File: src/rtl/branch_hazard_ctrl.sv
// ---------------------------------------------------------------------------
// branch_hazard_ctrl
//
// Pipeline sequencing controller for the 5-stage core. It turns the EX-stage
// branch decision into a registered one-cycle PC redirect that squashes the
// three wrong-path instructions. It also inserts a one-cycle bubble on a
// load-use hazard in ID, and freezes the whole pipeline while data memory
// is busy.
//
// Ports:
//   clk, rst_n        rising-edge clock, asynchronous active-low reset
//   ex_valid          EX holds a real (non-bubble) instruction
//   ex_br_taken       branch unit taken decision (NextPCSrc), from EX
//   ex_br_target      branch/jump target computed in EX
//   ex_mem_read       EX instruction is a load
//   ex_rd             destination register of the EX instruction
//   id_rs1, id_rs2    source registers of the ID instruction
//   id_use_rs1/rs2    ID instruction actually reads rs1 / rs2
//   dmem_busy         data memory not ready, so freeze the pipeline
//   pc_we, pc_sel     PC write enable; PC source select (0 = PC+4, 1 = pc_target)
//   pc_target         registered redirect address
//   if_id_we/flush    IF/ID write enable / clear to bubble
//   id_ex_we/flush    ID/EX write enable / clear to bubble
//   ex_mem_flush      clear EX/MEM to bubble
//   ctrl_state        debug view: 00 RUN, 01 REDIRECT, 10 FREEZE
//
// Optional build macro BRANCH_STATS_EN adds the taken_cnt, stall_cnt and
// squash_cnt performance counters (STATS_W bits wide, wrapping).
// ---------------------------------------------------------------------------
module branch_hazard_ctrl #(
    parameter int               XLEN     = 32,
    parameter logic [XLEN-1:0]  PC_RESET = '0,
    parameter int               STATS_W  = 32
) (
    input  logic              clk,
    input  logic              rst_n,
    input  logic              ex_valid,
    input  logic              ex_br_taken,
    input  logic [XLEN-1:0]   ex_br_target,
    input  logic              ex_mem_read,
    input  logic [4:0]        ex_rd,
    input  logic [4:0]        id_rs1,
    input  logic [4:0]        id_rs2,
    input  logic              id_use_rs1,
    input  logic              id_use_rs2,
    input  logic              dmem_busy,
    output logic              pc_we,
    output logic              pc_sel,
    output logic [XLEN-1:0]   pc_target,
    output logic              if_id_we,
    output logic              if_id_flush,
    output logic              id_ex_we,
    output logic              id_ex_flush,
    output logic              ex_mem_flush,
`ifdef BRANCH_STATS_EN
    output logic [STATS_W-1:0] taken_cnt,
    output logic [STATS_W-1:0] stall_cnt,
    output logic [STATS_W-1:0] squash_cnt,
`endif
    output logic [1:0]        ctrl_state
);

    typedef enum logic [1:0] {
        ST_RUN      = 2'b00,
        ST_REDIRECT = 2'b01,
        ST_FREEZE   = 2'b10
    } state_t;

    // The register only ever holds RUN or REDIRECT. FREEZE is a combinational
    // overlay, so the pre-freeze state resumes when dmem_busy drops.
    state_t            state_q, state_d;
    logic [XLEN-1:0]   pc_target_q;

    logic take;
    logic lu;
    logic run_take;     // RUN-state taken branch: latch target, redirect next
    logic lu_stall;     // RUN-state load-use bubble
    logic redirect_go;  // REDIRECT cycle that actually completes

    always_comb begin
        take = ex_valid & ex_br_taken;
        lu   = ex_mem_read && (ex_rd != 5'd0) &&
               ((id_use_rs1 && (id_rs1 == ex_rd)) ||
                (id_use_rs2 && (id_rs2 == ex_rd)));

        // A taken branch wins over load-use. The ID instruction is wrong-path
        // and gets squashed by the redirect anyway.
        run_take    = !dmem_busy && (state_q == ST_RUN) && take;
        lu_stall    = !dmem_busy && (state_q == ST_RUN) && !take && lu;
        redirect_go = !dmem_busy && (state_q == ST_REDIRECT);
    end

    always_comb begin
        // NOTE: every output gets a default before any branch, so no path can leave one unassigned and infer a latch.
        state_d      = state_q;
        pc_we        = 1'b0;
        pc_sel       = 1'b0;
        if_id_we     = 1'b0;
        if_id_flush  = 1'b0;
        id_ex_we     = 1'b0;
        id_ex_flush  = 1'b0;
        ex_mem_flush = 1'b0;

        if (run_take) begin
            state_d = ST_REDIRECT;
        end else if (redirect_go) begin
            state_d = ST_RUN;
        end

        if (!rst_n) begin
            // Hold every pipeline register at bubble while reset is asserted.
            if_id_flush  = 1'b1;
            id_ex_flush  = 1'b1;
            ex_mem_flush = 1'b1;
        end else if (dmem_busy) begin
            // Full freeze: nothing written, nothing flushed.
        end else if (state_q == ST_REDIRECT) begin
            pc_we        = 1'b1;
            pc_sel       = 1'b1;
            if_id_we     = 1'b1;
            id_ex_we     = 1'b1;
            if_id_flush  = 1'b1;
            id_ex_flush  = 1'b1;
            ex_mem_flush = 1'b1;
        end else if (lu_stall) begin
            // Hold PC and IF/ID. Write a bubble into ID/EX.
            id_ex_we    = 1'b1;
            id_ex_flush = 1'b1;
        end else begin
            pc_we    = 1'b1;
            if_id_we = 1'b1;
            id_ex_we = 1'b1;
        end
    end

    always_ff @(posedge clk or negedge rst_n) begin
        if (!rst_n) begin
            state_q     <= ST_RUN;
            pc_target_q <= PC_RESET;
        end else begin
            // NOTE: sequential state uses non-blocking assignments so that all registers update together from pre-edge values.
            state_q <= state_d;
            if (run_take) begin
                pc_target_q <= ex_br_target;
            end
        end
    end

    assign pc_target  = pc_target_q;
    assign ctrl_state = dmem_busy ? ST_FREEZE : state_q;

`ifdef BRANCH_STATS_EN
    always_ff @(posedge clk or negedge rst_n) begin
        if (!rst_n) begin
            taken_cnt  <= '0;
            stall_cnt  <= '0;
            squash_cnt <= '0;
        end else begin
            // Every qualifier already excludes frozen cycles, so the counters hold during FREEZE.
            if (run_take)    taken_cnt  <= taken_cnt + STATS_W'(1);
            if (lu_stall)    stall_cnt  <= stall_cnt + STATS_W'(1);
            if (redirect_go) squash_cnt <= squash_cnt + STATS_W'(3);
        end
    end
`else
    logic unused_stats_w;
    assign unused_stats_w = ^STATS_W;
`endif

endmodule

File: config.mk
export PLATFORM = sky130hd
export DESIGN_NAME = branch_hazard_ctrl
export DESIGN_NICKNAME = d
export VERILOG_FILES = /design/src/rtl/branch_hazard_ctrl.sv
export SDC_FILE = /design/constraint.sdc
export NUM_CORES = 1
export LEC_CHECK = 0
export ABC_AREA = 1
export ABC_CLOCK_PERIOD_IN_PS = 2510
export CORE_UTILIZATION = 42
export CTS_BUF_LIST = sky130_fd_sc_hd__clkbuf_4 sky130_fd_sc_hd__clkbuf_8
export CTS_CLUSTER_DIAMETER = 120
export DETAILED_ROUTE_END_ITERATION = 8
export GPL_TIMING_DRIVEN = 0
export PLACE_DENSITY = 0.88
export SLEW_MARGIN = 20
export SYNTH_ARGS = -nofsm -noshare
export SYNTH_HDL_FRONTEND = slang
export SYNTH_SLANG_ARGS = --single-unit
export TNS_END_PERCENT = 5
File: constraint.sdc
create_clock -name clk -period 2.51 [get_ports clk]
set_clock_uncertainty 0.1 [all_clocks]
set_input_delay 0.6275 -clock clk [delete_from_list [all_inputs] [get_ports clk]]
set_output_delay 0.6275 -clock clk [all_outputs]
set_load 0.05 [all_outputs]
==> Yosys cells after proc, flatten, opt, wreduce, memory -nomap -nowiden <==
Cells that the tools add are included.
{ "word_totals": {"register_bits": 34, "inputBits": 55, "out_inout_bits": 41, "elab_cells": 38} }
{ "classes": {"eq_ne": 3, "n_mux": 17, "bitwise": 1, "n_reduce_logical": 15} }
{ "op_table": {"columns": ["cell", "count"], "rows": [
  ["$mux W1", 14],
  ["$eq A5 B5 Y1", 2],
  ["$logic_and A1 B1 Y1", 9],
  ["$mux W2", 3],
  ["$reduce_bool A5 Y1", 1],
  ["$eq A2 B1 Y1 const B", 1],
  ["$logic_not A1 Y1", 2],
  ["$logic_not A2 Y1", 1],
  ["$reduce_bool A2 Y1", 1],
  ["$and A1 B1 Y1", 1],
  ["$logic_or A1 B1 Y1", 1]
]} }

==> Logic depth before layout (Yosys ltp) <==
{ "logic_depth": {"ltp_word": 9, "mapped_depth": 8, "mapped_depth_nobuf": 8} }

==> Least setup slack after synthesis <==
OpenSTA, ideal clock, no wires.
{ "synth_path": {"kind": "in2out", "start": "input port rst_n", "end": "output port pc_we", "t_arrival_ns": 2.648, "required_ns": 1.783, "path_slack_ns": -0.865, "path_stages": 5, "path_buffers": 1, "cell_sequence": "inv_1 nor2_1 inv_1 a21oi_1 buf_4"} }
{ "synth_via": {"elab_chain_cells": 1} }
{ "synth_rtl": {"columns": ["element", "line_no", "source"], "rows": [
  ["from (decl)", "36", "input logic rst_n,"],
  ["$mux W1", null, null],
  ["to (decl)", "47", "output logic pc_we,"]
]} }
No other way between the ends.

==> Worst setup path after layout <==
{ "layout_path": {"start": "input port ex_mem_read", "end": "output port pc_we"} }
{ "layout_via": {"elab_chain_cells": 7} }
{ "layout_rtl": {"columns": ["element", "line_no", "source"], "rows": [
  ["from (decl)", "40", "input logic ex_mem_read,"],
  ["$logic_and A1 B1 Y1 (2 in a row)", "82", "lu = ex_mem_read && (ex_rd != 5'd0) &&"],
  ["$logic_and A1 B1 Y1", "89", "lu_stall = !dmem_busy && (state_q == ST_RUN) && !take && lu;"],
  ["$mux W1", "125", "end else if (lu_stall) begin"],
  ["$mux W1", "117", "end else if (state_q == ST_REDIRECT) begin"],
  ["$mux W1", "115", "end else if (dmem_busy) begin"],
  ["$mux W1", "110", "if (!rst_n) begin"]
]} }
No other way between the ends.

==> summary.md <==
| Metric | Value |
|---|---|
| Leakage | `1.47 nW` |
| Vias | `1,388` |
| PortBufs | `95` |
| Synthesized area | `1640 sq um` |
| Post-Syn Nets | `197` |
| RePlAce Congestion | `0.895` |
| Final hold vios | `0` |
| Final setup viols | `0` |
| CP Capture Point | `pc_we` |
| Clock Pin Slew Worst Setup and Hold Paths | `60 ps` |
| Design area | `2840 sq um` |
| Status | `completed` |
| CP Class | `in2out` |
| Synth warnings | `0` |
| DRC viols | `0` |
| Die Y | `64.6 um` |
| Clock Tree Root | `clkbuf_8` |
| Worst R2R Path Depth | `5` |
| Power Total | `0.00356 W` |
| Critical path data required time | `1780 ps` |
| Post-DR wirelength/cell | `14.2 um` |
| DP HPWL | `3170 um` |
| CTS sink count | `33` |
| Worst-Skew Late Latency | `280 ps` |
| Core Footprint | `3720 sq um` |
| Initial DRC Count | `53` |
| Number of synthesized register bits | `33` |
| Largest net degree at the start of global routing | `21` |
| Worst-Margin Slew | `529 ps` |
| Synth cell types | `15` |
| Crit start category | `input port` |
| Commonest non-fill, non-tap cell in the layout | `clkdlybuf4s50_1` |
| FP Rows | `22` |
| Filler-free cell count of the finished design | `296` |
| Slew headroom | `0.646` |
| Avg Vias per Cell | `4.69` |
| Minimum clock period | `2480 ps` |
| Nets | `303` |
| Pwr dens | `1250 nW/um^2` |
| Num CTS Buffers | `5` |
| Synthesized area per cell | `11.6 sq um` |
| GRT Resource Usage Total | `0.207` |
| Die area | `4170 sq um` |
| ANT nets after route | `0` |
| Share of cells above drive strength 1 | `0.302` |
| Crit path DAT | `1750 ps` |
| Reg area | `826 sq um` |
| Area after DPL | `2700 sq um` |
| Layout area overhead | `72.9%` |
| Initial core utilization | `0.442` |
| Die Width | `64.6 um` |
| # IOs | `96` |
| Syn Inst Count | `142` |
| GRT Residual Overflow | `0` |
| Fmax | `404 MHz` |
| First-pass GRT wire length | `6380 um` |
| Reg2reg end | `pc_target[4]$_DFFE_PN0P_` |
| R2r setup slk | `1050 ps` |
| Reg2reg start | `state_q[0]$_DFFE_PN0P_` |
| Cts hold-fix bufs | `0` |
| Clock Path Buffers | `2` |
| Final wirelength | `4210 um` |
| Seq/Total Area, Yosys | `0.502` |
| CP startpoint | `ex_mem_read` |
| Initial antenna violation count | `0` |
| Max cap viols | `0` |
| DRT Pass-1 Iters | `4` |
| VDD IR max | `0.000897 V` |
| CTS tree | `done` |
| Maximum fanout along the worst path | `2` |
| Worst hold path class | `in2async` |
| Max Slew Vio Count | `0` |
| CP endpoint kind | `output pin` |
| Area occupied by multi-input gates | `748 sq um` |
| H-tree depth | `2` |
| Commonest non-fill, non-tap cells in the layout | `65 x clkdlybuf4s50_1, 33 x dfrtp_1, 31 x nand2_1, 29 x mux2_4, 14 x inv_1` |
| Fillcell total | `244` |
| # diodes | `0` |
| Placed cells | `286` |
| Vias in the first global route | `1,432` |
| Final period util | `0.986` |
[cell families after synthesis]
group,after synthesis,synth area share
AND/OR/NAND/NOR,50,0.127
flip-flops,33,0.502
multiplexers,32,0.285
buffers and inverters,24,0.0753
AO/OA/AOI/OAI,3,0.00989
[through the flow]
step / TNS [ps] / utilization / worst slack, ps / hold WS, ps
final: 0 / 0.765 / 34.9 / 103
after global routing: -17.0 / 0.765 / -17.0 / 110
after CTS: -178 / 0.755 / -73.3 / 167
after detailed placement: -5250 / 0.726 / -906 / 392
after global placement: -12450 / 0.720 / -1850 / 388
after floorplan: -175 / - / -135 / 232
[routing by layer]
| layer | global-route usage | routed length [um] | up-vias |
|---|---|---|---|
| met2 | 0.372 | 2250 | 59 |
| met5 | 0 | 0 | - |
| met1 | 0.219 | 1620 | 658 |
| li1 | - | - | 658 |
| met4 | 0.103 | 100 | 0 |
| met3 | 0.0563 | 229 | 13 |
[final cells by class]
type | instances | area share
timing repair buffer | 99 | 0.349
sequential | 33 | 0.290
multi-input combinational | 85 | 0.263
clock buffer | 7 | 0.0317
inverter | 18 | 0.0238
buffer | 6 | 0.0211
tap | 48 | 0.0211
[power breakdown]
group	internal, W	switching [W]	total [W]
Sequential	0.000801	0.000155	0.000956
Combinational	0.000892	0.00132	0.00221
Clock	0.000228	0.000173	0.000401
[synthesized netlist by cell type]
cell     instances  area (sq um)
dfrtp_1         33           826
nand2_1         32           120
inv_1           18          67.6
buf_6            3          33.8
nor3_1           1          5.00
nand3_4          1          17.5
nor2_1          12          45.0
nor2_2           1          6.26
nand3_1          3          15.0
mux2_4          29           435
o21ai_0          1          5.00
mux2_2           3          33.8
a31oi_1          1          6.26
buf_4            3          22.5
a21oi_1          1          5.00
[timing repair]
| action | 4_1_cts | 5_1_grt |
|---|---|---|
| endpoints found under the setup margin | 9 | 7 |
| pin swaps | 6 | 9 |
| hold endpoints to repair | 0 | 0 |
| setup buffers | 1 | 2 |
| resized for setup | 51 | 23 |
[critical path, cell delays in order]
cell,delay (ps)
clkdlybuf4s50_1,480
nand3_2,100
a31oi_4,190
a21oi_4,90
buf_6,120
buf_8,140
[flip-flops by register name, indices dropped and copies added, names as in the netlist]
name,flops
state_q,1
pc_target,32
[worst min-delay path by stage]
stage          cells past startpoint                      start                         to  slack (ps)
2_1_floorplan                      0                      rst_n   pc_target[0]$_DFFE_PN0P_         230
3_3_place_gp                       1  pc_target[26]$_DFFE_PN0P_  pc_target[26]$_DFFE_PN0P_         390
3_5_place_dp                       1  pc_target[21]$_DFFE_PN0P_  pc_target[21]$_DFFE_PN0P_         390
4_1_cts                            1                      rst_n   pc_target[9]$_DFFE_PN0P_         170
5_1_grt                            1                      rst_n     state_q[0]$_DFFE_PN0P_         110
6_report                           1                      rst_n   pc_target[9]$_DFFE_PN0P_         100
(Power assumes the default switching activity.)
